===== src/rtl/div_seq_ctrl_if.sv =====
// Command and comparator signal bundle for the sequential divider controller.
// The master side issues requests and hosts the comparator; the slave side is the controller.
interface div_seq_ctrl_if;
  logic        start;
  logic [15:0] dividend;
  logic [15:0] divisor;
  logic        busy;
  logic        done;
  logic [15:0] quotient;
  logic [15:0] remainder;
  logic        div_by_zero;
  logic        cmp_enable;
  logic [15:0] cmp_a;
  logic [15:0] cmp_b;
  logic        cmp_gt;

  modport master (
    output start, dividend, divisor, cmp_gt,
    input  busy, done, quotient, remainder, div_by_zero, cmp_enable, cmp_a, cmp_b
  );

  modport slave (
    input  start, dividend, divisor, cmp_gt,
    output busy, done, quotient, remainder, div_by_zero, cmp_enable, cmp_a, cmp_b
  );
endinterface


===== src/rtl/div_seq_ctrl.sv =====
// Sequencer for a 16-bit unsigned restoring divider: one SHIFT and one CMP cycle per quotient bit,
// using an external combinational greater-than comparator for the trial subtraction decision.
module div_seq_ctrl #(
  parameter int WIDTH = 16,
  parameter int CNT_W = 5
) (
  input  logic          clock,
  input  logic          reset_n,
  div_seq_ctrl_if.slave bus
);

  typedef enum logic [2:0] {
    S_IDLE,
    S_SHIFT,
    S_CMP,
    S_DONE,
    S_DONE_Z
  } state_t;

  state_t             r_state;
  state_t             w_next;
  logic [WIDTH:0]     r_p;
  logic [WIDTH-1:0]   r_q;
  logic [WIDTH-1:0]   r_d;
  logic [CNT_W-1:0]   r_cnt;
  logic [WIDTH-1:0]   r_quot;
  logic [WIDTH-1:0]   r_rem;
  logic               r_dbz;
  logic               w_accept;
  logic               w_zeroDiv;
  logic               w_sub;
  logic               w_lastIter;
  logic [WIDTH:0]     w_pDiff;

  assign w_zeroDiv  = (bus.divisor == '0);
  assign w_pDiff    = r_p - {1'b0, r_d};
  // An overflowed partial remainder always exceeds D, so subtract regardless of the comparator.
  assign w_sub      = r_p[WIDTH] || !bus.cmp_gt;
  assign w_lastIter = (r_cnt == CNT_W'(1));

  assign bus.cmp_a       = r_d;
  assign bus.cmp_b       = r_p[WIDTH-1:0];
  assign bus.quotient    = r_quot;
  assign bus.remainder   = r_rem;
  assign bus.div_by_zero = r_dbz;

  always_ff @(posedge clock or negedge reset_n) begin
    if (!reset_n) r_state <= S_IDLE;
    else          r_state <= w_next;
  end

  always_comb begin
    w_next         = r_state;
    w_accept       = 1'b0;
    bus.busy       = (r_state != S_IDLE);
    bus.done       = 1'b0;
    bus.cmp_enable = 1'b0;
    case (r_state)
      S_IDLE: begin
        if (bus.start) begin
          w_accept = 1'b1;
          w_next   = w_zeroDiv ? S_DONE_Z : S_SHIFT;
        end
      end
      S_SHIFT: w_next = S_CMP;
      S_CMP: begin
        bus.cmp_enable = 1'b1;
        w_next         = w_lastIter ? S_DONE : S_SHIFT;
      end
      S_DONE, S_DONE_Z: begin
        bus.done = 1'b1;
        w_next   = S_IDLE;
      end
      default: w_next = S_IDLE;
    endcase
  end

  // Result registers are loaded on the edge entering DONE/DONE_Z so they are valid with done.
  always_ff @(posedge clock or negedge reset_n) begin
    if (!reset_n) begin
      r_p    <= '0;
      r_q    <= '0;
      r_d    <= '0;
      r_cnt  <= '0;
      r_quot <= '0;
      r_rem  <= '0;
      r_dbz  <= 1'b0;
    end else begin
      case (r_state)
        S_IDLE: begin
          if (w_accept) begin
            r_d   <= bus.divisor;
            r_q   <= bus.dividend;
            r_p   <= '0;
            r_cnt <= CNT_W'(WIDTH);
            r_dbz <= w_zeroDiv;
            if (w_zeroDiv) begin
              r_quot <= '1;
              r_rem  <= bus.dividend;
            end
          end
        end
        S_SHIFT: begin
          r_p <= {r_p[WIDTH-1:0], r_q[WIDTH-1]};
          r_q <= {r_q[WIDTH-2:0], 1'b0};
        end
        S_CMP: begin
          r_cnt <= r_cnt - CNT_W'(1);
          if (w_sub) begin
            r_p    <= w_pDiff;
            r_q[0] <= 1'b1;
          end
          if (w_lastIter) begin
            r_quot <= {r_q[WIDTH-1:1], w_sub};
            r_rem  <= w_sub ? w_pDiff[WIDTH-1:0] : r_p[WIDTH-1:0];
          end
        end
        default: ;
      endcase
    end
  end

endmodule

===== src/flat_wrapper.sv =====
// flat-port wrapper written by rule: the top's interface ports become plain ports
module div_seq_ctrl_flat 
#(
  parameter int WIDTH = 16,
  parameter int CNT_W = 5
)
  (clock, reset_n, bus_start, bus_dividend, bus_divisor, bus_cmp_gt, bus_busy, bus_done, bus_quotient, bus_remainder, bus_div_by_zero, bus_cmp_enable, bus_cmp_a, bus_cmp_b);
  div_seq_ctrl_if bus_i ();
  input  logic clock;
  input  logic reset_n;
  input wire logic [$bits(bus_i.start)-1:0] bus_start;
  input wire logic [$bits(bus_i.dividend)-1:0] bus_dividend;
  input wire logic [$bits(bus_i.divisor)-1:0] bus_divisor;
  input wire logic [$bits(bus_i.cmp_gt)-1:0] bus_cmp_gt;
  output wire logic [$bits(bus_i.busy)-1:0] bus_busy;
  output wire logic [$bits(bus_i.done)-1:0] bus_done;
  output wire logic [$bits(bus_i.quotient)-1:0] bus_quotient;
  output wire logic [$bits(bus_i.remainder)-1:0] bus_remainder;
  output wire logic [$bits(bus_i.div_by_zero)-1:0] bus_div_by_zero;
  output wire logic [$bits(bus_i.cmp_enable)-1:0] bus_cmp_enable;
  output wire logic [$bits(bus_i.cmp_a)-1:0] bus_cmp_a;
  output wire logic [$bits(bus_i.cmp_b)-1:0] bus_cmp_b;
  assign bus_i.start = bus_start;
  assign bus_i.dividend = bus_dividend;
  assign bus_i.divisor = bus_divisor;
  assign bus_i.cmp_gt = bus_cmp_gt;
  assign bus_busy = bus_i.busy;
  assign bus_done = bus_i.done;
  assign bus_quotient = bus_i.quotient;
  assign bus_remainder = bus_i.remainder;
  assign bus_div_by_zero = bus_i.div_by_zero;
  assign bus_cmp_enable = bus_i.cmp_enable;
  assign bus_cmp_a = bus_i.cmp_a;
  assign bus_cmp_b = bus_i.cmp_b;
  div_seq_ctrl #(.WIDTH(WIDTH), .CNT_W(CNT_W)) u_core (.clock(clock), .reset_n(reset_n), .bus(bus_i));
endmodule

===== config.mk =====
export PLATFORM = sky130hd
export DESIGN_NAME = div_seq_ctrl_flat
export DESIGN_NICKNAME = d
export VERILOG_FILES = /design/src/rtl/div_seq_ctrl_if.sv /design/src/rtl/div_seq_ctrl.sv /design/src/flat_wrapper.sv
export SDC_FILE = /design/constraint.sdc
export NUM_CORES = 1
export LEC_CHECK = 0
export CAP_MARGIN = 20
export CORE_MARGIN = 1.5
export CORE_UTILIZATION = 40
export CTS_CLUSTER_DIAMETER = 100
export CTS_CLUSTER_SIZE = 20
export DETAILED_ROUTE_END_ITERATION = 10
export PLACE_DENSITY_LB_ADDON = 0.15
export SYNTH_ARGS = -nofsm -noshare
export SYNTH_HDL_FRONTEND = slang
export SYNTH_SLANG_ARGS = --single-unit

===== constraint.sdc =====
create_clock -name clock -period 4.03 [get_ports clock]
set_input_delay 0.806 -clock clock [delete_from_list [all_inputs] [get_ports clock]]
set_output_delay 0.806 -clock clock [all_outputs]
set_load 0.02 [all_outputs]

-- Word level (Yosys, flattened, before mapping)
Cells that the tools add are included.
- add/sub/neg operators: 2
- eq/ne operators: 10
- mux-type cells: 26
- reductions and logical operators: 14
- operator list (operator ; count):
    $mux 16 ; 8
    $pmux 16 s2 ; 2
    $pmux 17 s3 ; 1
    $mux 17 ; 2
    $pmux 15 s2 ; 1
    $sub 17x16->17 ; 1
    $logic_not 16->1 ; 1
    $pmux 5 s2 ; 1
    $pmux 3 s3 ; 1
    $ne 2x1->1 const B ; 4
    $eq 3x2->1 const B ; 2
    $mux 3 ; 2
    $reduce_and 2->1 ; 3
    $reduce_bool 3->1 ; 2
    $eq 5x1->1 const B ; 1
    $mux 1 ; 5
    $mux 5 ; 1
    $sub 5x1->5 const B ; 1
    $reduce_and 4->1 ; 1
    $reduce_bool 2->1 ; 2
    $eq 3x1->1 const B ; 1
    $eq 3x3->1 const B ; 1
    $logic_not 3->1 ; 1
    $pmux 1 s3 ; 1
    6 further kinds ; 6
- register bits after elaboration: 90
- input bits: 36
- output and inout bits: 68
- logic and storage cells: 61

-- Depth between registers and ports, before layout
Gate-level depths: netlist (run 1).
- depth in word-level cells: 5
- mapped depth: 10

-- Least setup slack after synthesis (run 1)
No wires, ideal clock.
- path kind: register to register
- start: register u_core.r_d[0], in the netlist u_core.bus.cmp_a[0]
- end: register u_core.r_rem[14], in the netlist u_core.bus.remainder[14]
- arrival time: 2.183 ns
- required time: 3.906 ns
- slack: 1.723 ns
- cell stages (with the launch flop): 10
- path buffers: 0
- clock period less this slack: 2.307 ns
- cell sequence: dfrtp_1 ha_1 fa_1 nor2b_4 o2111ai_1 a21oi_2 nand4_1 nand3_1 o21ai_0 a211o_1
- word-level cells in the longest chain between the ends: 4
- ends and longest elaborated chain (item ; line ; RTL):
    start: declaration ; div_seq_ctrl.sv:24 ; logic [WIDTH-1:0] r_d;
    start signal: assignment ; div_seq_ctrl.sv:92 ; r_d <= bus.divisor;
    $sub 17x16->17 ; div_seq_ctrl.sv:36 ; assign w_pDiff = r_p - {1'b0, r_d};
    $mux 16 ; div_seq_ctrl.sv:115 ; r_rem <= w_sub ? w_pDiff[WIDTH-1:0] : r_p[WIDTH-1:0];
    $mux 16 ; div_seq_ctrl.sv:113 ; if (w_lastIter) begin
    $pmux 16 s2 ; div_seq_ctrl.sv:89 ; case (r_state)
    end signal: assignment ; div_seq_ctrl.sv:99 ; r_rem <= bus.dividend;
    end signal: assignment ; div_seq_ctrl.sv:115 ;
    end: declaration ; div_seq_ctrl.sv:27 ; logic [WIDTH-1:0] r_rem;
No other way between the ends. The select of a mux whose other input is x is not followed.
A chain may end at the register's enable or synchronous reset.

-- Final worst setup path (run 1)
- start: input bus_divisor[2]
- end: register u_core.r_rem[2], in the netlist u_core.bus.remainder[2]
- word-level cells in the longest chain between the ends: 3
- ends and longest elaborated chain (item ; line ; RTL):
    start: declaration ; flat_wrapper.sv:13 ; input wire logic [$bits(bus_i.divisor)-1:0] bus_divisor;
    $logic_not 16->1 ; div_seq_ctrl.sv:35 ; assign w_zeroDiv = (bus.divisor == '0);
    $ne 2x1->1 (no line) ; - ;
    $reduce_and 4->1 (no line) ; - ;
No other way between the ends.

==> out/metrics.yaml, run 1 <==
logic_synthesis:
  synthTopCellsByArea: "dfrtp_1, nand2_1, o21ai_0, ha_1, a22oi_1"
  syn_nets: 613
  synth.avg_cell_area_um2: 8.74
  syn-cell-area_um2: 4880
  synth-edff-count: 0
  synth_top_family_by_area: "compound AO/OA/AOI/OAI gates"
  yosys_warnings: 0
  synth_adder_area_share: 0.0503
  yosysSeqAreaShare: 0.462
  synth_simple_gate_area_frac: 0.169
  synthDistinctLibCells: 56
  synth_xor_area_frac: 0.0251
  yosysTopAreaCellShare: 0.462
  synthMuxAreaShare: 0
  synth_ff_type: "dfrtp_1"
  synth_cells: 558
  async_flop_share: 1.00
  synth-seq-cells: 90
  synth-compound-area-share: 0.224
  yosys.area.top_type: "dfrtp_1"
sta:
  min_period_ns: 2.81
  finalSetupViolations: 0
  relSlewSlack: 0.340
  finalHoldViolCount: 0
  rsz0062_at_grt: "false"
  maxSlewViolCount: 0
  worst_pin_slew_ns: 0.986
  fin_ws_ns: 1.22
  fin_crit_sh: 0.696
  skew_ns: 0.00892
  fmax_mhz: 356
  finalSetupTns_ns: 0
pwr:
  peakVddDrop_mv: 0.313
  leakage_uw: 0.00269
  powerDensity_nw_per_um2: 874
cts:
  cts-root-buf: "clkbuf_16"
  clkTransAtPathRegs_ns: 0.07
  clock_path_buffers: 2
  ctsHtreeMaxLevel: 3
  clk_latency_ns: 0.34
  post_cts_buffers: 0
  cts_tree: "yes"
  hold_buffers: 0
  cts.sinks: 90
  cts-resized-gates: 0
  cts_buffers: 9
route:
  drt_first_pass_iters: 5
  routed_via_density: 5.46
  wl_mm: 13.2
  vias: 4295
  final_antenna_net_count: 0
  wire_per_inst_um: 16.7
  drt_iter0_markers: 268
  route.detailed.drc: 0
floorplan:
  num_rows: 40
  die_h_um: 113
  die_area_um2: 12900
  io_pins: 104
  start_util: 0.408
  die_w_um: 113
  coreArea_um2: 12000
place:
  place_ws_ns: 0.839
  port_buffers: 103
  gp_congestion: 0.872
  post-dp-hpwl_mm: 9.58
  placed_cells: 771
setup_path:
  rrSetupSlack_ns: 1.44
  end_kind: "flop"
  crit_fanout: 32
  cp.required_ns: 4.30
  worstSetupStartpointType: "input pin"
  crit_type: "in -> reg"
  r2r_cells: 10
  crit_arrival_ns: 3.07
  r2r-end: "u_core.bus.remainder[14]"
  worstReg2RegStart: "u_core.r_p[0]"
grt:
  antenna_found_initial: 0
  track_usage: 0.211
  grt_max_degree: 67
  overflow: 0
  grt_pass1_wl_mm: 21.2
  grt_pass1_vias: 4152
worst_hold_path:
  worstHoldStart: "u_core.r_cnt[3]"
  min_path_type: "reg -> reg"
  min_to: "u_core.r_cnt[3]"
  whs_path_depth: 1
layout:
  fillers: 1134
  syn_to_final_growth_pct: 27.9
  final_cells: 787
  drive_gt1_frac: 0.0641
  final_nets: 690
  antenna_cells: 0
flow_run:
  cap_violations: 0
run_status:
  status: "complete, no violations"
==> routing by layer <==
metal  track usage  wire [µm]  vias to the layer above
met3        0.0319        489                       22
met5             0          0                        -
met4        0.0825        282                        0
li1              -          -                     2088
met2         0.345       6390                      103
met1         0.284       6020                     2082
==> state kept, by name, indices dropped and copies added (netlist names) <==
signal,count
u_core.bus.remainder,16
u_core.bus.cmp_a,16
u_core.r_p,17
u_core.r_cnt,5
u_core.bus.div_by_zero,1
u_core.bus.quotient,16
u_core.r_q,16
u_core.r_state,3
==> cells in the mapped netlist, types with 5 or more instances <==
cell type	count
inv_1	24
buf_2	5
a22oi_1	29
nand3_1	9
o21ai_1	19
buf_4	16
o21ai_0	48
a21oi_1	37
nor3_1	8
clkbuf_1	27
xor2_1	7
nor4_1	5
xnor2_1	7
ha_1	18
nor2_1	51
dfrtp_1	90
a31oi_1	5
nand2_1	89
==> report_power, final <==
group / switching, µW / leakage (µW) / internal (µW)
logic: 1780 / 0.00147 / 1270
clock network: 362 / 0.000136 / 485
registers: 299 / 0.00108 / 1260
==> stage by stage <==
| stage | hold WS, ns | area [µm²] | power, µW | utilization |
|---|---|---|---|---|
| after floorplan | 0.457 | 4880 | 3570 | - |
| after global placement | 0.486 | 5950 | 4560 | 0.497 |
| final | 0.486 | 6240 | 5460 | 0.522 |
| after CTS | 0.494 | 6240 | 5490 | 0.522 |
| after global routing | 0.520 | 6240 | 5880 | 0.522 |
| after detailed placement | 0.482 | 5950 | 4620 | 0.497 |
==> layout by cell type (no fill, tap or decap), drive strengths merged, types with 5 or more instances in the layout <==
master         synthesis  routed
a31oi                  6       6
dfrtp                 90      90
nor4                   5       5
inv                   25      26
buf                   21      12
nor3                   9       9
xnor2                  7       7
xor2                   7       7
o21ai                 67      67
a21oi                 39      39
nand3                  9       9
ha                    18      18
a22oi                 29      29
clkdlybuf4s50          0     102
nor2                  51      51
clkbuf                27      11
nor2b                  5       5
nand2                 89      89
==> how the worst max path moves through the flow <==
stage | from | end | slack, ns | depth (start not counted)
2_1_floorplan | u_core.bus.cmp_a[0] | u_core.bus.remainder[14] | 1.72 | 9
3_3_place_gp | bus_divisor[1] | u_core.bus.quotient[6] | 0.97 | 7
5_1_grt | bus_divisor[2] | u_core.bus.remainder[2] | 0.91 | 7
4_1_cts | bus_divisor[2] | u_core.bus.remainder[2] | 1.19 | 7
6_report | bus_divisor[2] | u_core.bus.remainder[2] | 1.22 | 7
3_5_place_dp | bus_divisor[2] | u_core.bus.quotient[4] | 0.84 | 7
==> cells by family after synthesis <==
logic type / Yosys count
simple gates: 188
xor+xnor: 14
fa+ha+maj: 19
buf+inv: 73
compound gates: 174
flops: 90
==> critical path: stages <==
cell,delay [ns]
clkdlybuf4s50_1,0.44
nor4_1,0.37
nand4_1,0.34
o22ai_4,0.51
buf_4,0.40
nor2_1,0.07
a21oi_1,0.13
==> area by class of cell <==
class | instances | area, µm² | share of cell area
Timing Repair Buffer | 114 | 1110 | 0.178
Sequential cell | 90 | 2250 | 0.361
Clock inverter | 5 | 62.6 | 0.0100
Multi-Input combinational cell | 395 | 2310 | 0.370
Clock buffer | 11 | 233 | 0.0373
Inverter | 25 | 93.8 | 0.0150
Tap cell | 147 | 184 | 0.0295
Power figures use the tool's default switching activity.
==> run 2: changes to the inputs <==
==> constraint.sdc (replaced) <==
create_clock -name clock -period 2.7 [get_ports clock]
set_input_delay 0.54 -clock clock [delete_from_list [all_inputs] [get_ports clock]]
set_output_delay 0.54 -clock clock [all_outputs]
set_load 0.02 [all_outputs]
==> out/metrics.yaml, run 2 (synthesis gave the netlist of run 1 again) <==
pwr:
  leakage_uw: 0.00277
  p_sw_uw: 3670
  p_clk_frac: 0.163
  seq_power_share: 0.280
  peakVddDrop_mv: 0.514
  switching_share: 0.441
  pwr-share-comb: 0.556
  powerDensity_nw_per_um2: 1300
  internal-power_uw: 4650
setup_path:
  r2r_cells: 8
  end_kind: "flop"
  cp.depth: 8
  critPathMaxStageDelay_ns: 0.45
  cp_num_buf_inv: 0
  path_cells: "ha_1 > a21o_1 > a31o_1 > a31oi_2 > o21ba_2 > nor3_1 > a311oi_1 > o21ai_0"
  crit_fanout: 5
  crit_arrival_ns: 2.70
  rrSetupSlack_ns: 0.20
  worstReg2RegStart: "u_core.r_p[4]"
  cp.required_ns: 2.90
  r2r-end: "u_core.r_p[13]"
  worstSetupStartpointType: "flop"
  critical_path.top_delay_family: "compound AO/OA/AOI/OAI gates"
  crit_type: "reg -> reg"
  cp_slowest_cell: "dfrtp_1"
layout:
  largest_register_ff_count: 17
  layout_common_cells: "clkdlybuf4s50_1, dfrtp_1, nand2_1, nor2_1, o21ai_0"
  design_area_um2: 6370
  antenna_cells: 0
  layout_commonest_cell: "clkdlybuf4s50_1"
  fillers: 1150
  final_nets: 700
  regMostFlops: "u_core.r_p"
  drive_gt1_frac: 0.0831
  syn_to_final_growth_pct: 30.6
  final_cells: 797
cts:
  cts.sinks: 90
  clock_path_buffers: 2
  ctsHtreeMaxLevel: 3
  clk_latency_ns: 0.34
  hold_buffers: 0
  cts_buffers: 9
  cts_tree: "yes"
  clkTransAtPathRegs_ns: 0.07
  cts-root-buf: "clkbuf_16"
worst_hold_path:
  min_path_type: "in -> async"
floorplan:
  start_util: 0.408
  io_pins: 104
  die_area_um2: 12900
  die_h_um: 113
  coreArea_um2: 12000
  num_rows: 40
  die_w_um: 113
place:
  place_ws_ns: 0.0357
  gp_congestion: 0.875
  post-dp-hpwl_mm: 9.66
  placed_cells: 779
  placed_area_um2: 6030
  port_buffers: 103
sta:
  rsz0062_at_grt: "false"
  worst_pin_slew_ns: 0.615
  finalSetupViolations: 0
  relSlewSlack: 0.590
  skew_ns: 0.00980
  fin_crit_sh: 0.926
  finalHoldViolCount: 0
  min_period_ns: 2.50
  fmax_mhz: 400
  maxSlewViolCount: 0
  finalSetupTns_ns: 0
  fin_ws_ns: 0.199
route:
  final_antenna_net_count: 0
  wl_mm: 13.4
  drt_iter0_markers: 234
  routed_via_density: 5.40
  wire_per_inst_um: 16.8
  vias: 4305
  drt_first_pass_iters: 5
  route.detailed.drc: 0
grt:
  overflow: 0
  track_usage: 0.216
  grt_pass1_vias: 4330
  grt.met3_usage: 0.0372
  antenna_found_initial: 0
  grt-busiest-layer: "met2"
  use_met2: 0.365
  gr-usage-met1: 0.283
  grt_pass1_wl_mm: 21.9
  grt_max_degree: 50
flow_run:
  cap_violations: 0
run_status:
  status: "complete, no violations"
-- run 2: cell count changes in the layout (fill, tap and decap cells not counted) --
cell / before / now
clkbuf_8: 0 / 3
buf_12: 0 / 2
fa_2: 0 / 1
clkinvlp_4: 2 / 0
inv_6: 1 / 2
fa_1: 1 / 0
clkbuf_1: 2 / 0
buf_4: 12 / 20
-- run 2: cell type report --
class	count	area [µm²]	share of cell area
repair buffers	124	1210	0.190
flip-flops and latches	90	2250	0.353
multi-input cells	395	2310	0.362
clock buffers	12	267	0.0418
clock inverters	4	56.3	0.00883
inverters	25	93.8	0.0147
well taps	147	184	0.0289
-- run 2: worst reg2reg max path: cells and delay by family (launching register included) --
family	cells	cell delay, ns
AO/OA/AOI/OAI	6	1.44
adder cells (fa/ha/maj)	1	0.40
flip-flops	1	0.45
AND/OR/NAND/NOR	1	0.07
-- run 2: per-layer routing --
| metal | vias up | routed length (µm) |
|---|---|---|
| met5 | - | 0 |
| met4 | 0 | 194 |
| met3 | 12 | 512 |
| met2 | 83 | 6470 |
| met1 | 2092 | 6220 |
| li1 | 2118 | - |
-- run 2: worst max-delay path by stage --
| stage | start | to | slack, ns |
|---|---|---|---|
| detailed placement | bus_divisor[1] | u_core.bus.remainder[7] | 0.04 |
| global placement | bus_divisor[1] | u_core.bus.remainder[4] | 0.09 |
| floorplan | u_core.bus.cmp_a[0] | u_core.bus.remainder[14] | 0.39 |
| global route | u_core.r_p[0] | u_core.r_p[16] | 0.01 |
| finish | u_core.r_p[4] | u_core.r_p[13] | 0.20 |
| CTS | u_core.r_p[0] | u_core.bus.remainder[14] | 0.19 |
-- run 2: power groups by stage --
| stage | sequential (µW) | combinational (µW) | clock (µW) |
|---|---|---|---|
| global route | 2400 | 5110 | 1440 |
| global placement | 2340 | 4520 | 0 |
| detailed placement | 2350 | 4600 | 0 |
| finish | 2330 | 4630 | 1360 |
| CTS | 2330 | 4630 | 1380 |
| floorplan | 2560 | 2770 | 0 |
-- run 2: metrics by stage --
stage	power, µW	util	hold slack (ns)
floorplan	5330	-	0.244
global placement	6860	0.504	0.467
detailed placement	6960	0.504	0.472
CTS	8340	0.531	0.235
global route	8940	0.533	0.246
finish	8320	0.533	0.212
-- run 2: what timing repair did --
action | CTS | global route
endpoints found under the setup margin | 0 | 1
gates resized for setup | 0 | 1
setup buffers | 0 | 1
==> run 3: changes to the inputs <==
--- a/config.mk
+++ b/config.mk
@@ -5,7 +5,7 @@
 export SDC_FILE = /design/constraint.sdc
 export NUM_CORES = 1
 export LEC_CHECK = 0
-export CAP_MARGIN = 20
+export CAP_MARGIN = 10
 export CORE_MARGIN = 1.5
 export CORE_UTILIZATION = 40
 export CTS_CLUSTER_DIAMETER = 100
==> out/metrics.yaml, run 3 (synthesis gave the netlist of run 1 again) <==
run_status:
  status: "complete, no violations"
layout:
  layout_commonest_cell: "clkdlybuf4s50_1"
  final_nets: 699
  largest_register_ff_count: 17
  regMostFlops: "u_core.r_p"
  layout_common_cells: "clkdlybuf4s50_1, dfrtp_1, nand2_1, nor2_1, o21ai_0"
  design_area_um2: 6370
  syn_to_final_growth_pct: 30.5
  drive_gt1_frac: 0.0817
  antenna_cells: 0
route:
  drt_iter0_markers: 260
  wl_mm: 13.4
  vias: 4331
  routed_via_density: 5.44
  wl_met2_mm: 6.52
  final_antenna_net_count: 0
  dr_wl_met3_um: 539
  route.detailed.drc: 0
  wire_per_inst_um: 16.9
  drt_first_pass_iters: 5
  met1_length_mm: 6.17
  top_layer: "met4"
floorplan:
  io_pins: 104
  die_h_um: 113
  num_rows: 40
  start_util: 0.408
  coreArea_um2: 12000
  die_area_um2: 12900
  die_w_um: 113
setup_path:
  crit_path_start: "u_core.r_p[4]"
  cp.required_ns: 2.90
  r2r_cells: 8
  crit_fanout: 5
  worstSetupStartpointType: "flop"
  crit_type: "reg -> reg"
  worstReg2RegStart: "u_core.r_p[4]"
  end_kind: "flop"
  crit_arrival_ns: 2.71
cts:
  cts_buffers: 9
  hold_buffers: 0
  clkTransAtPathRegs_ns: 0.07
  cts-root-buf: "clkbuf_16"
  cts.sinks: 90
  cts_tree: "yes"
  ctsHtreeMaxLevel: 3
  clock_path_buffers: 2
  clk_latency_ns: 0.34
sta:
  worst_pin_slew_ns: 1.04
  finalSetupViolations: 0
  fmax_mhz: 399
  finalHoldViolCount: 0
  skew_ns: 0.0100
  rsz0062_at_grt: "false"
  finalSetupTns_ns: 0
  relSlewSlack: 0.306
  maxSlewViolCount: 0
  fin_crit_sh: 0.929
  whs_ns: 0.212
  fin_ws_ns: 0.191
  min_period_ns: 2.51
pwr:
  leakage_uw: 0.00276
  power.total_uw: 8310
  powerDensity_nw_per_um2: 1300
  peakVddDrop_mv: 0.496
place:
  placed_area_um2: 6030
  post-dp-hpwl_mm: 9.66
  place_ws_ns: 0.0357
  port_buffers: 103
  gp_congestion: 0.875
grt:
  track_usage: 0.216
  grt_pass1_wl_mm: 21.9
  grt_pass1_vias: 4330
  grt_max_degree: 50
  overflow: 0
  antenna_found_initial: 0
worst_hold_path:
  min_path_type: "in -> async"
flow_run:
  cap_violations: 0
## run 3: cell types whose count changed in the layout (fill, tap and decap cells not counted), sizes merged
cell  previous run  this run
buf             22        21
## run 3: layout make-up
| class | instances | area [µm²] |
|---|---|---|
| tap | 147 | 184 |
| timing repair buffer | 123 | 1200 |
| clock buffer | 12 | 267 |
| clock inverter | 4 | 56.3 |
| multi-input combinational | 395 | 2310 |
| sequential | 90 | 2250 |
| fill | 1150 | 5600 |
| inverter | 25 | 93.8 |
## run 3: path summary, 6_finish.rpt
check / endpoint / slack [ns]
setup / recovery: u_core.r_p[13] / 0.19
hold / removal: u_core.r_p[4] / 0.21
setup reg to reg: u_core.r_p[13] / 0.19
hold reg to reg: u_core.bus.remainder[4] / 0.49
max in group asynchronous: u_core.bus.remainder[2] / 1.85
min in group clock: u_core.bus.remainder[4] / 0.49
## run 3: what timing repair did
| action | CTS | global route |
|---|---|---|
| resized for setup | 0 | 1 |
| buffers inserted | 0 | 1 |
| setup endpoints to repair | 0 | 1 |
## run 3: where the power goes
group	internal, µW	leakage, µW	switching, µW
Clock	802	0.000160	555
Sequential	1880	0.00108	449
Combinational	1950	0.00152	2670
Total	4630	0.00276	3670
## run 3: worst max-delay path, cell delays in order, from the launching register on
cell and delay, ns:
dfrtp_1 0.45, ha_1 0.40, a21o_1 0.22, a31o_1 0.20, a31oi_2 0.22, o21ba_2 0.24, nor3_1 0.07, a311oi_1 0.43
o21ai_0 0.15
## run 3: per-stage QoR
stage,cells,utilization
CTS,795,0.531
global route,796,0.532
detailed placement,779,0.504
floorplan,558,-
finish,796,0.532
global placement,779,0.504
## run 3: layer usage
| metal | global-route usage | up-vias |
|---|---|---|
| li1 | - | 2115 |
| met1 | 0.283 | 2107 |
| met2 | 0.365 | 97 |
| met3 | 0.0372 | 12 |
| met4 | 0.0700 | 0 |
| met5 | 0 | - |
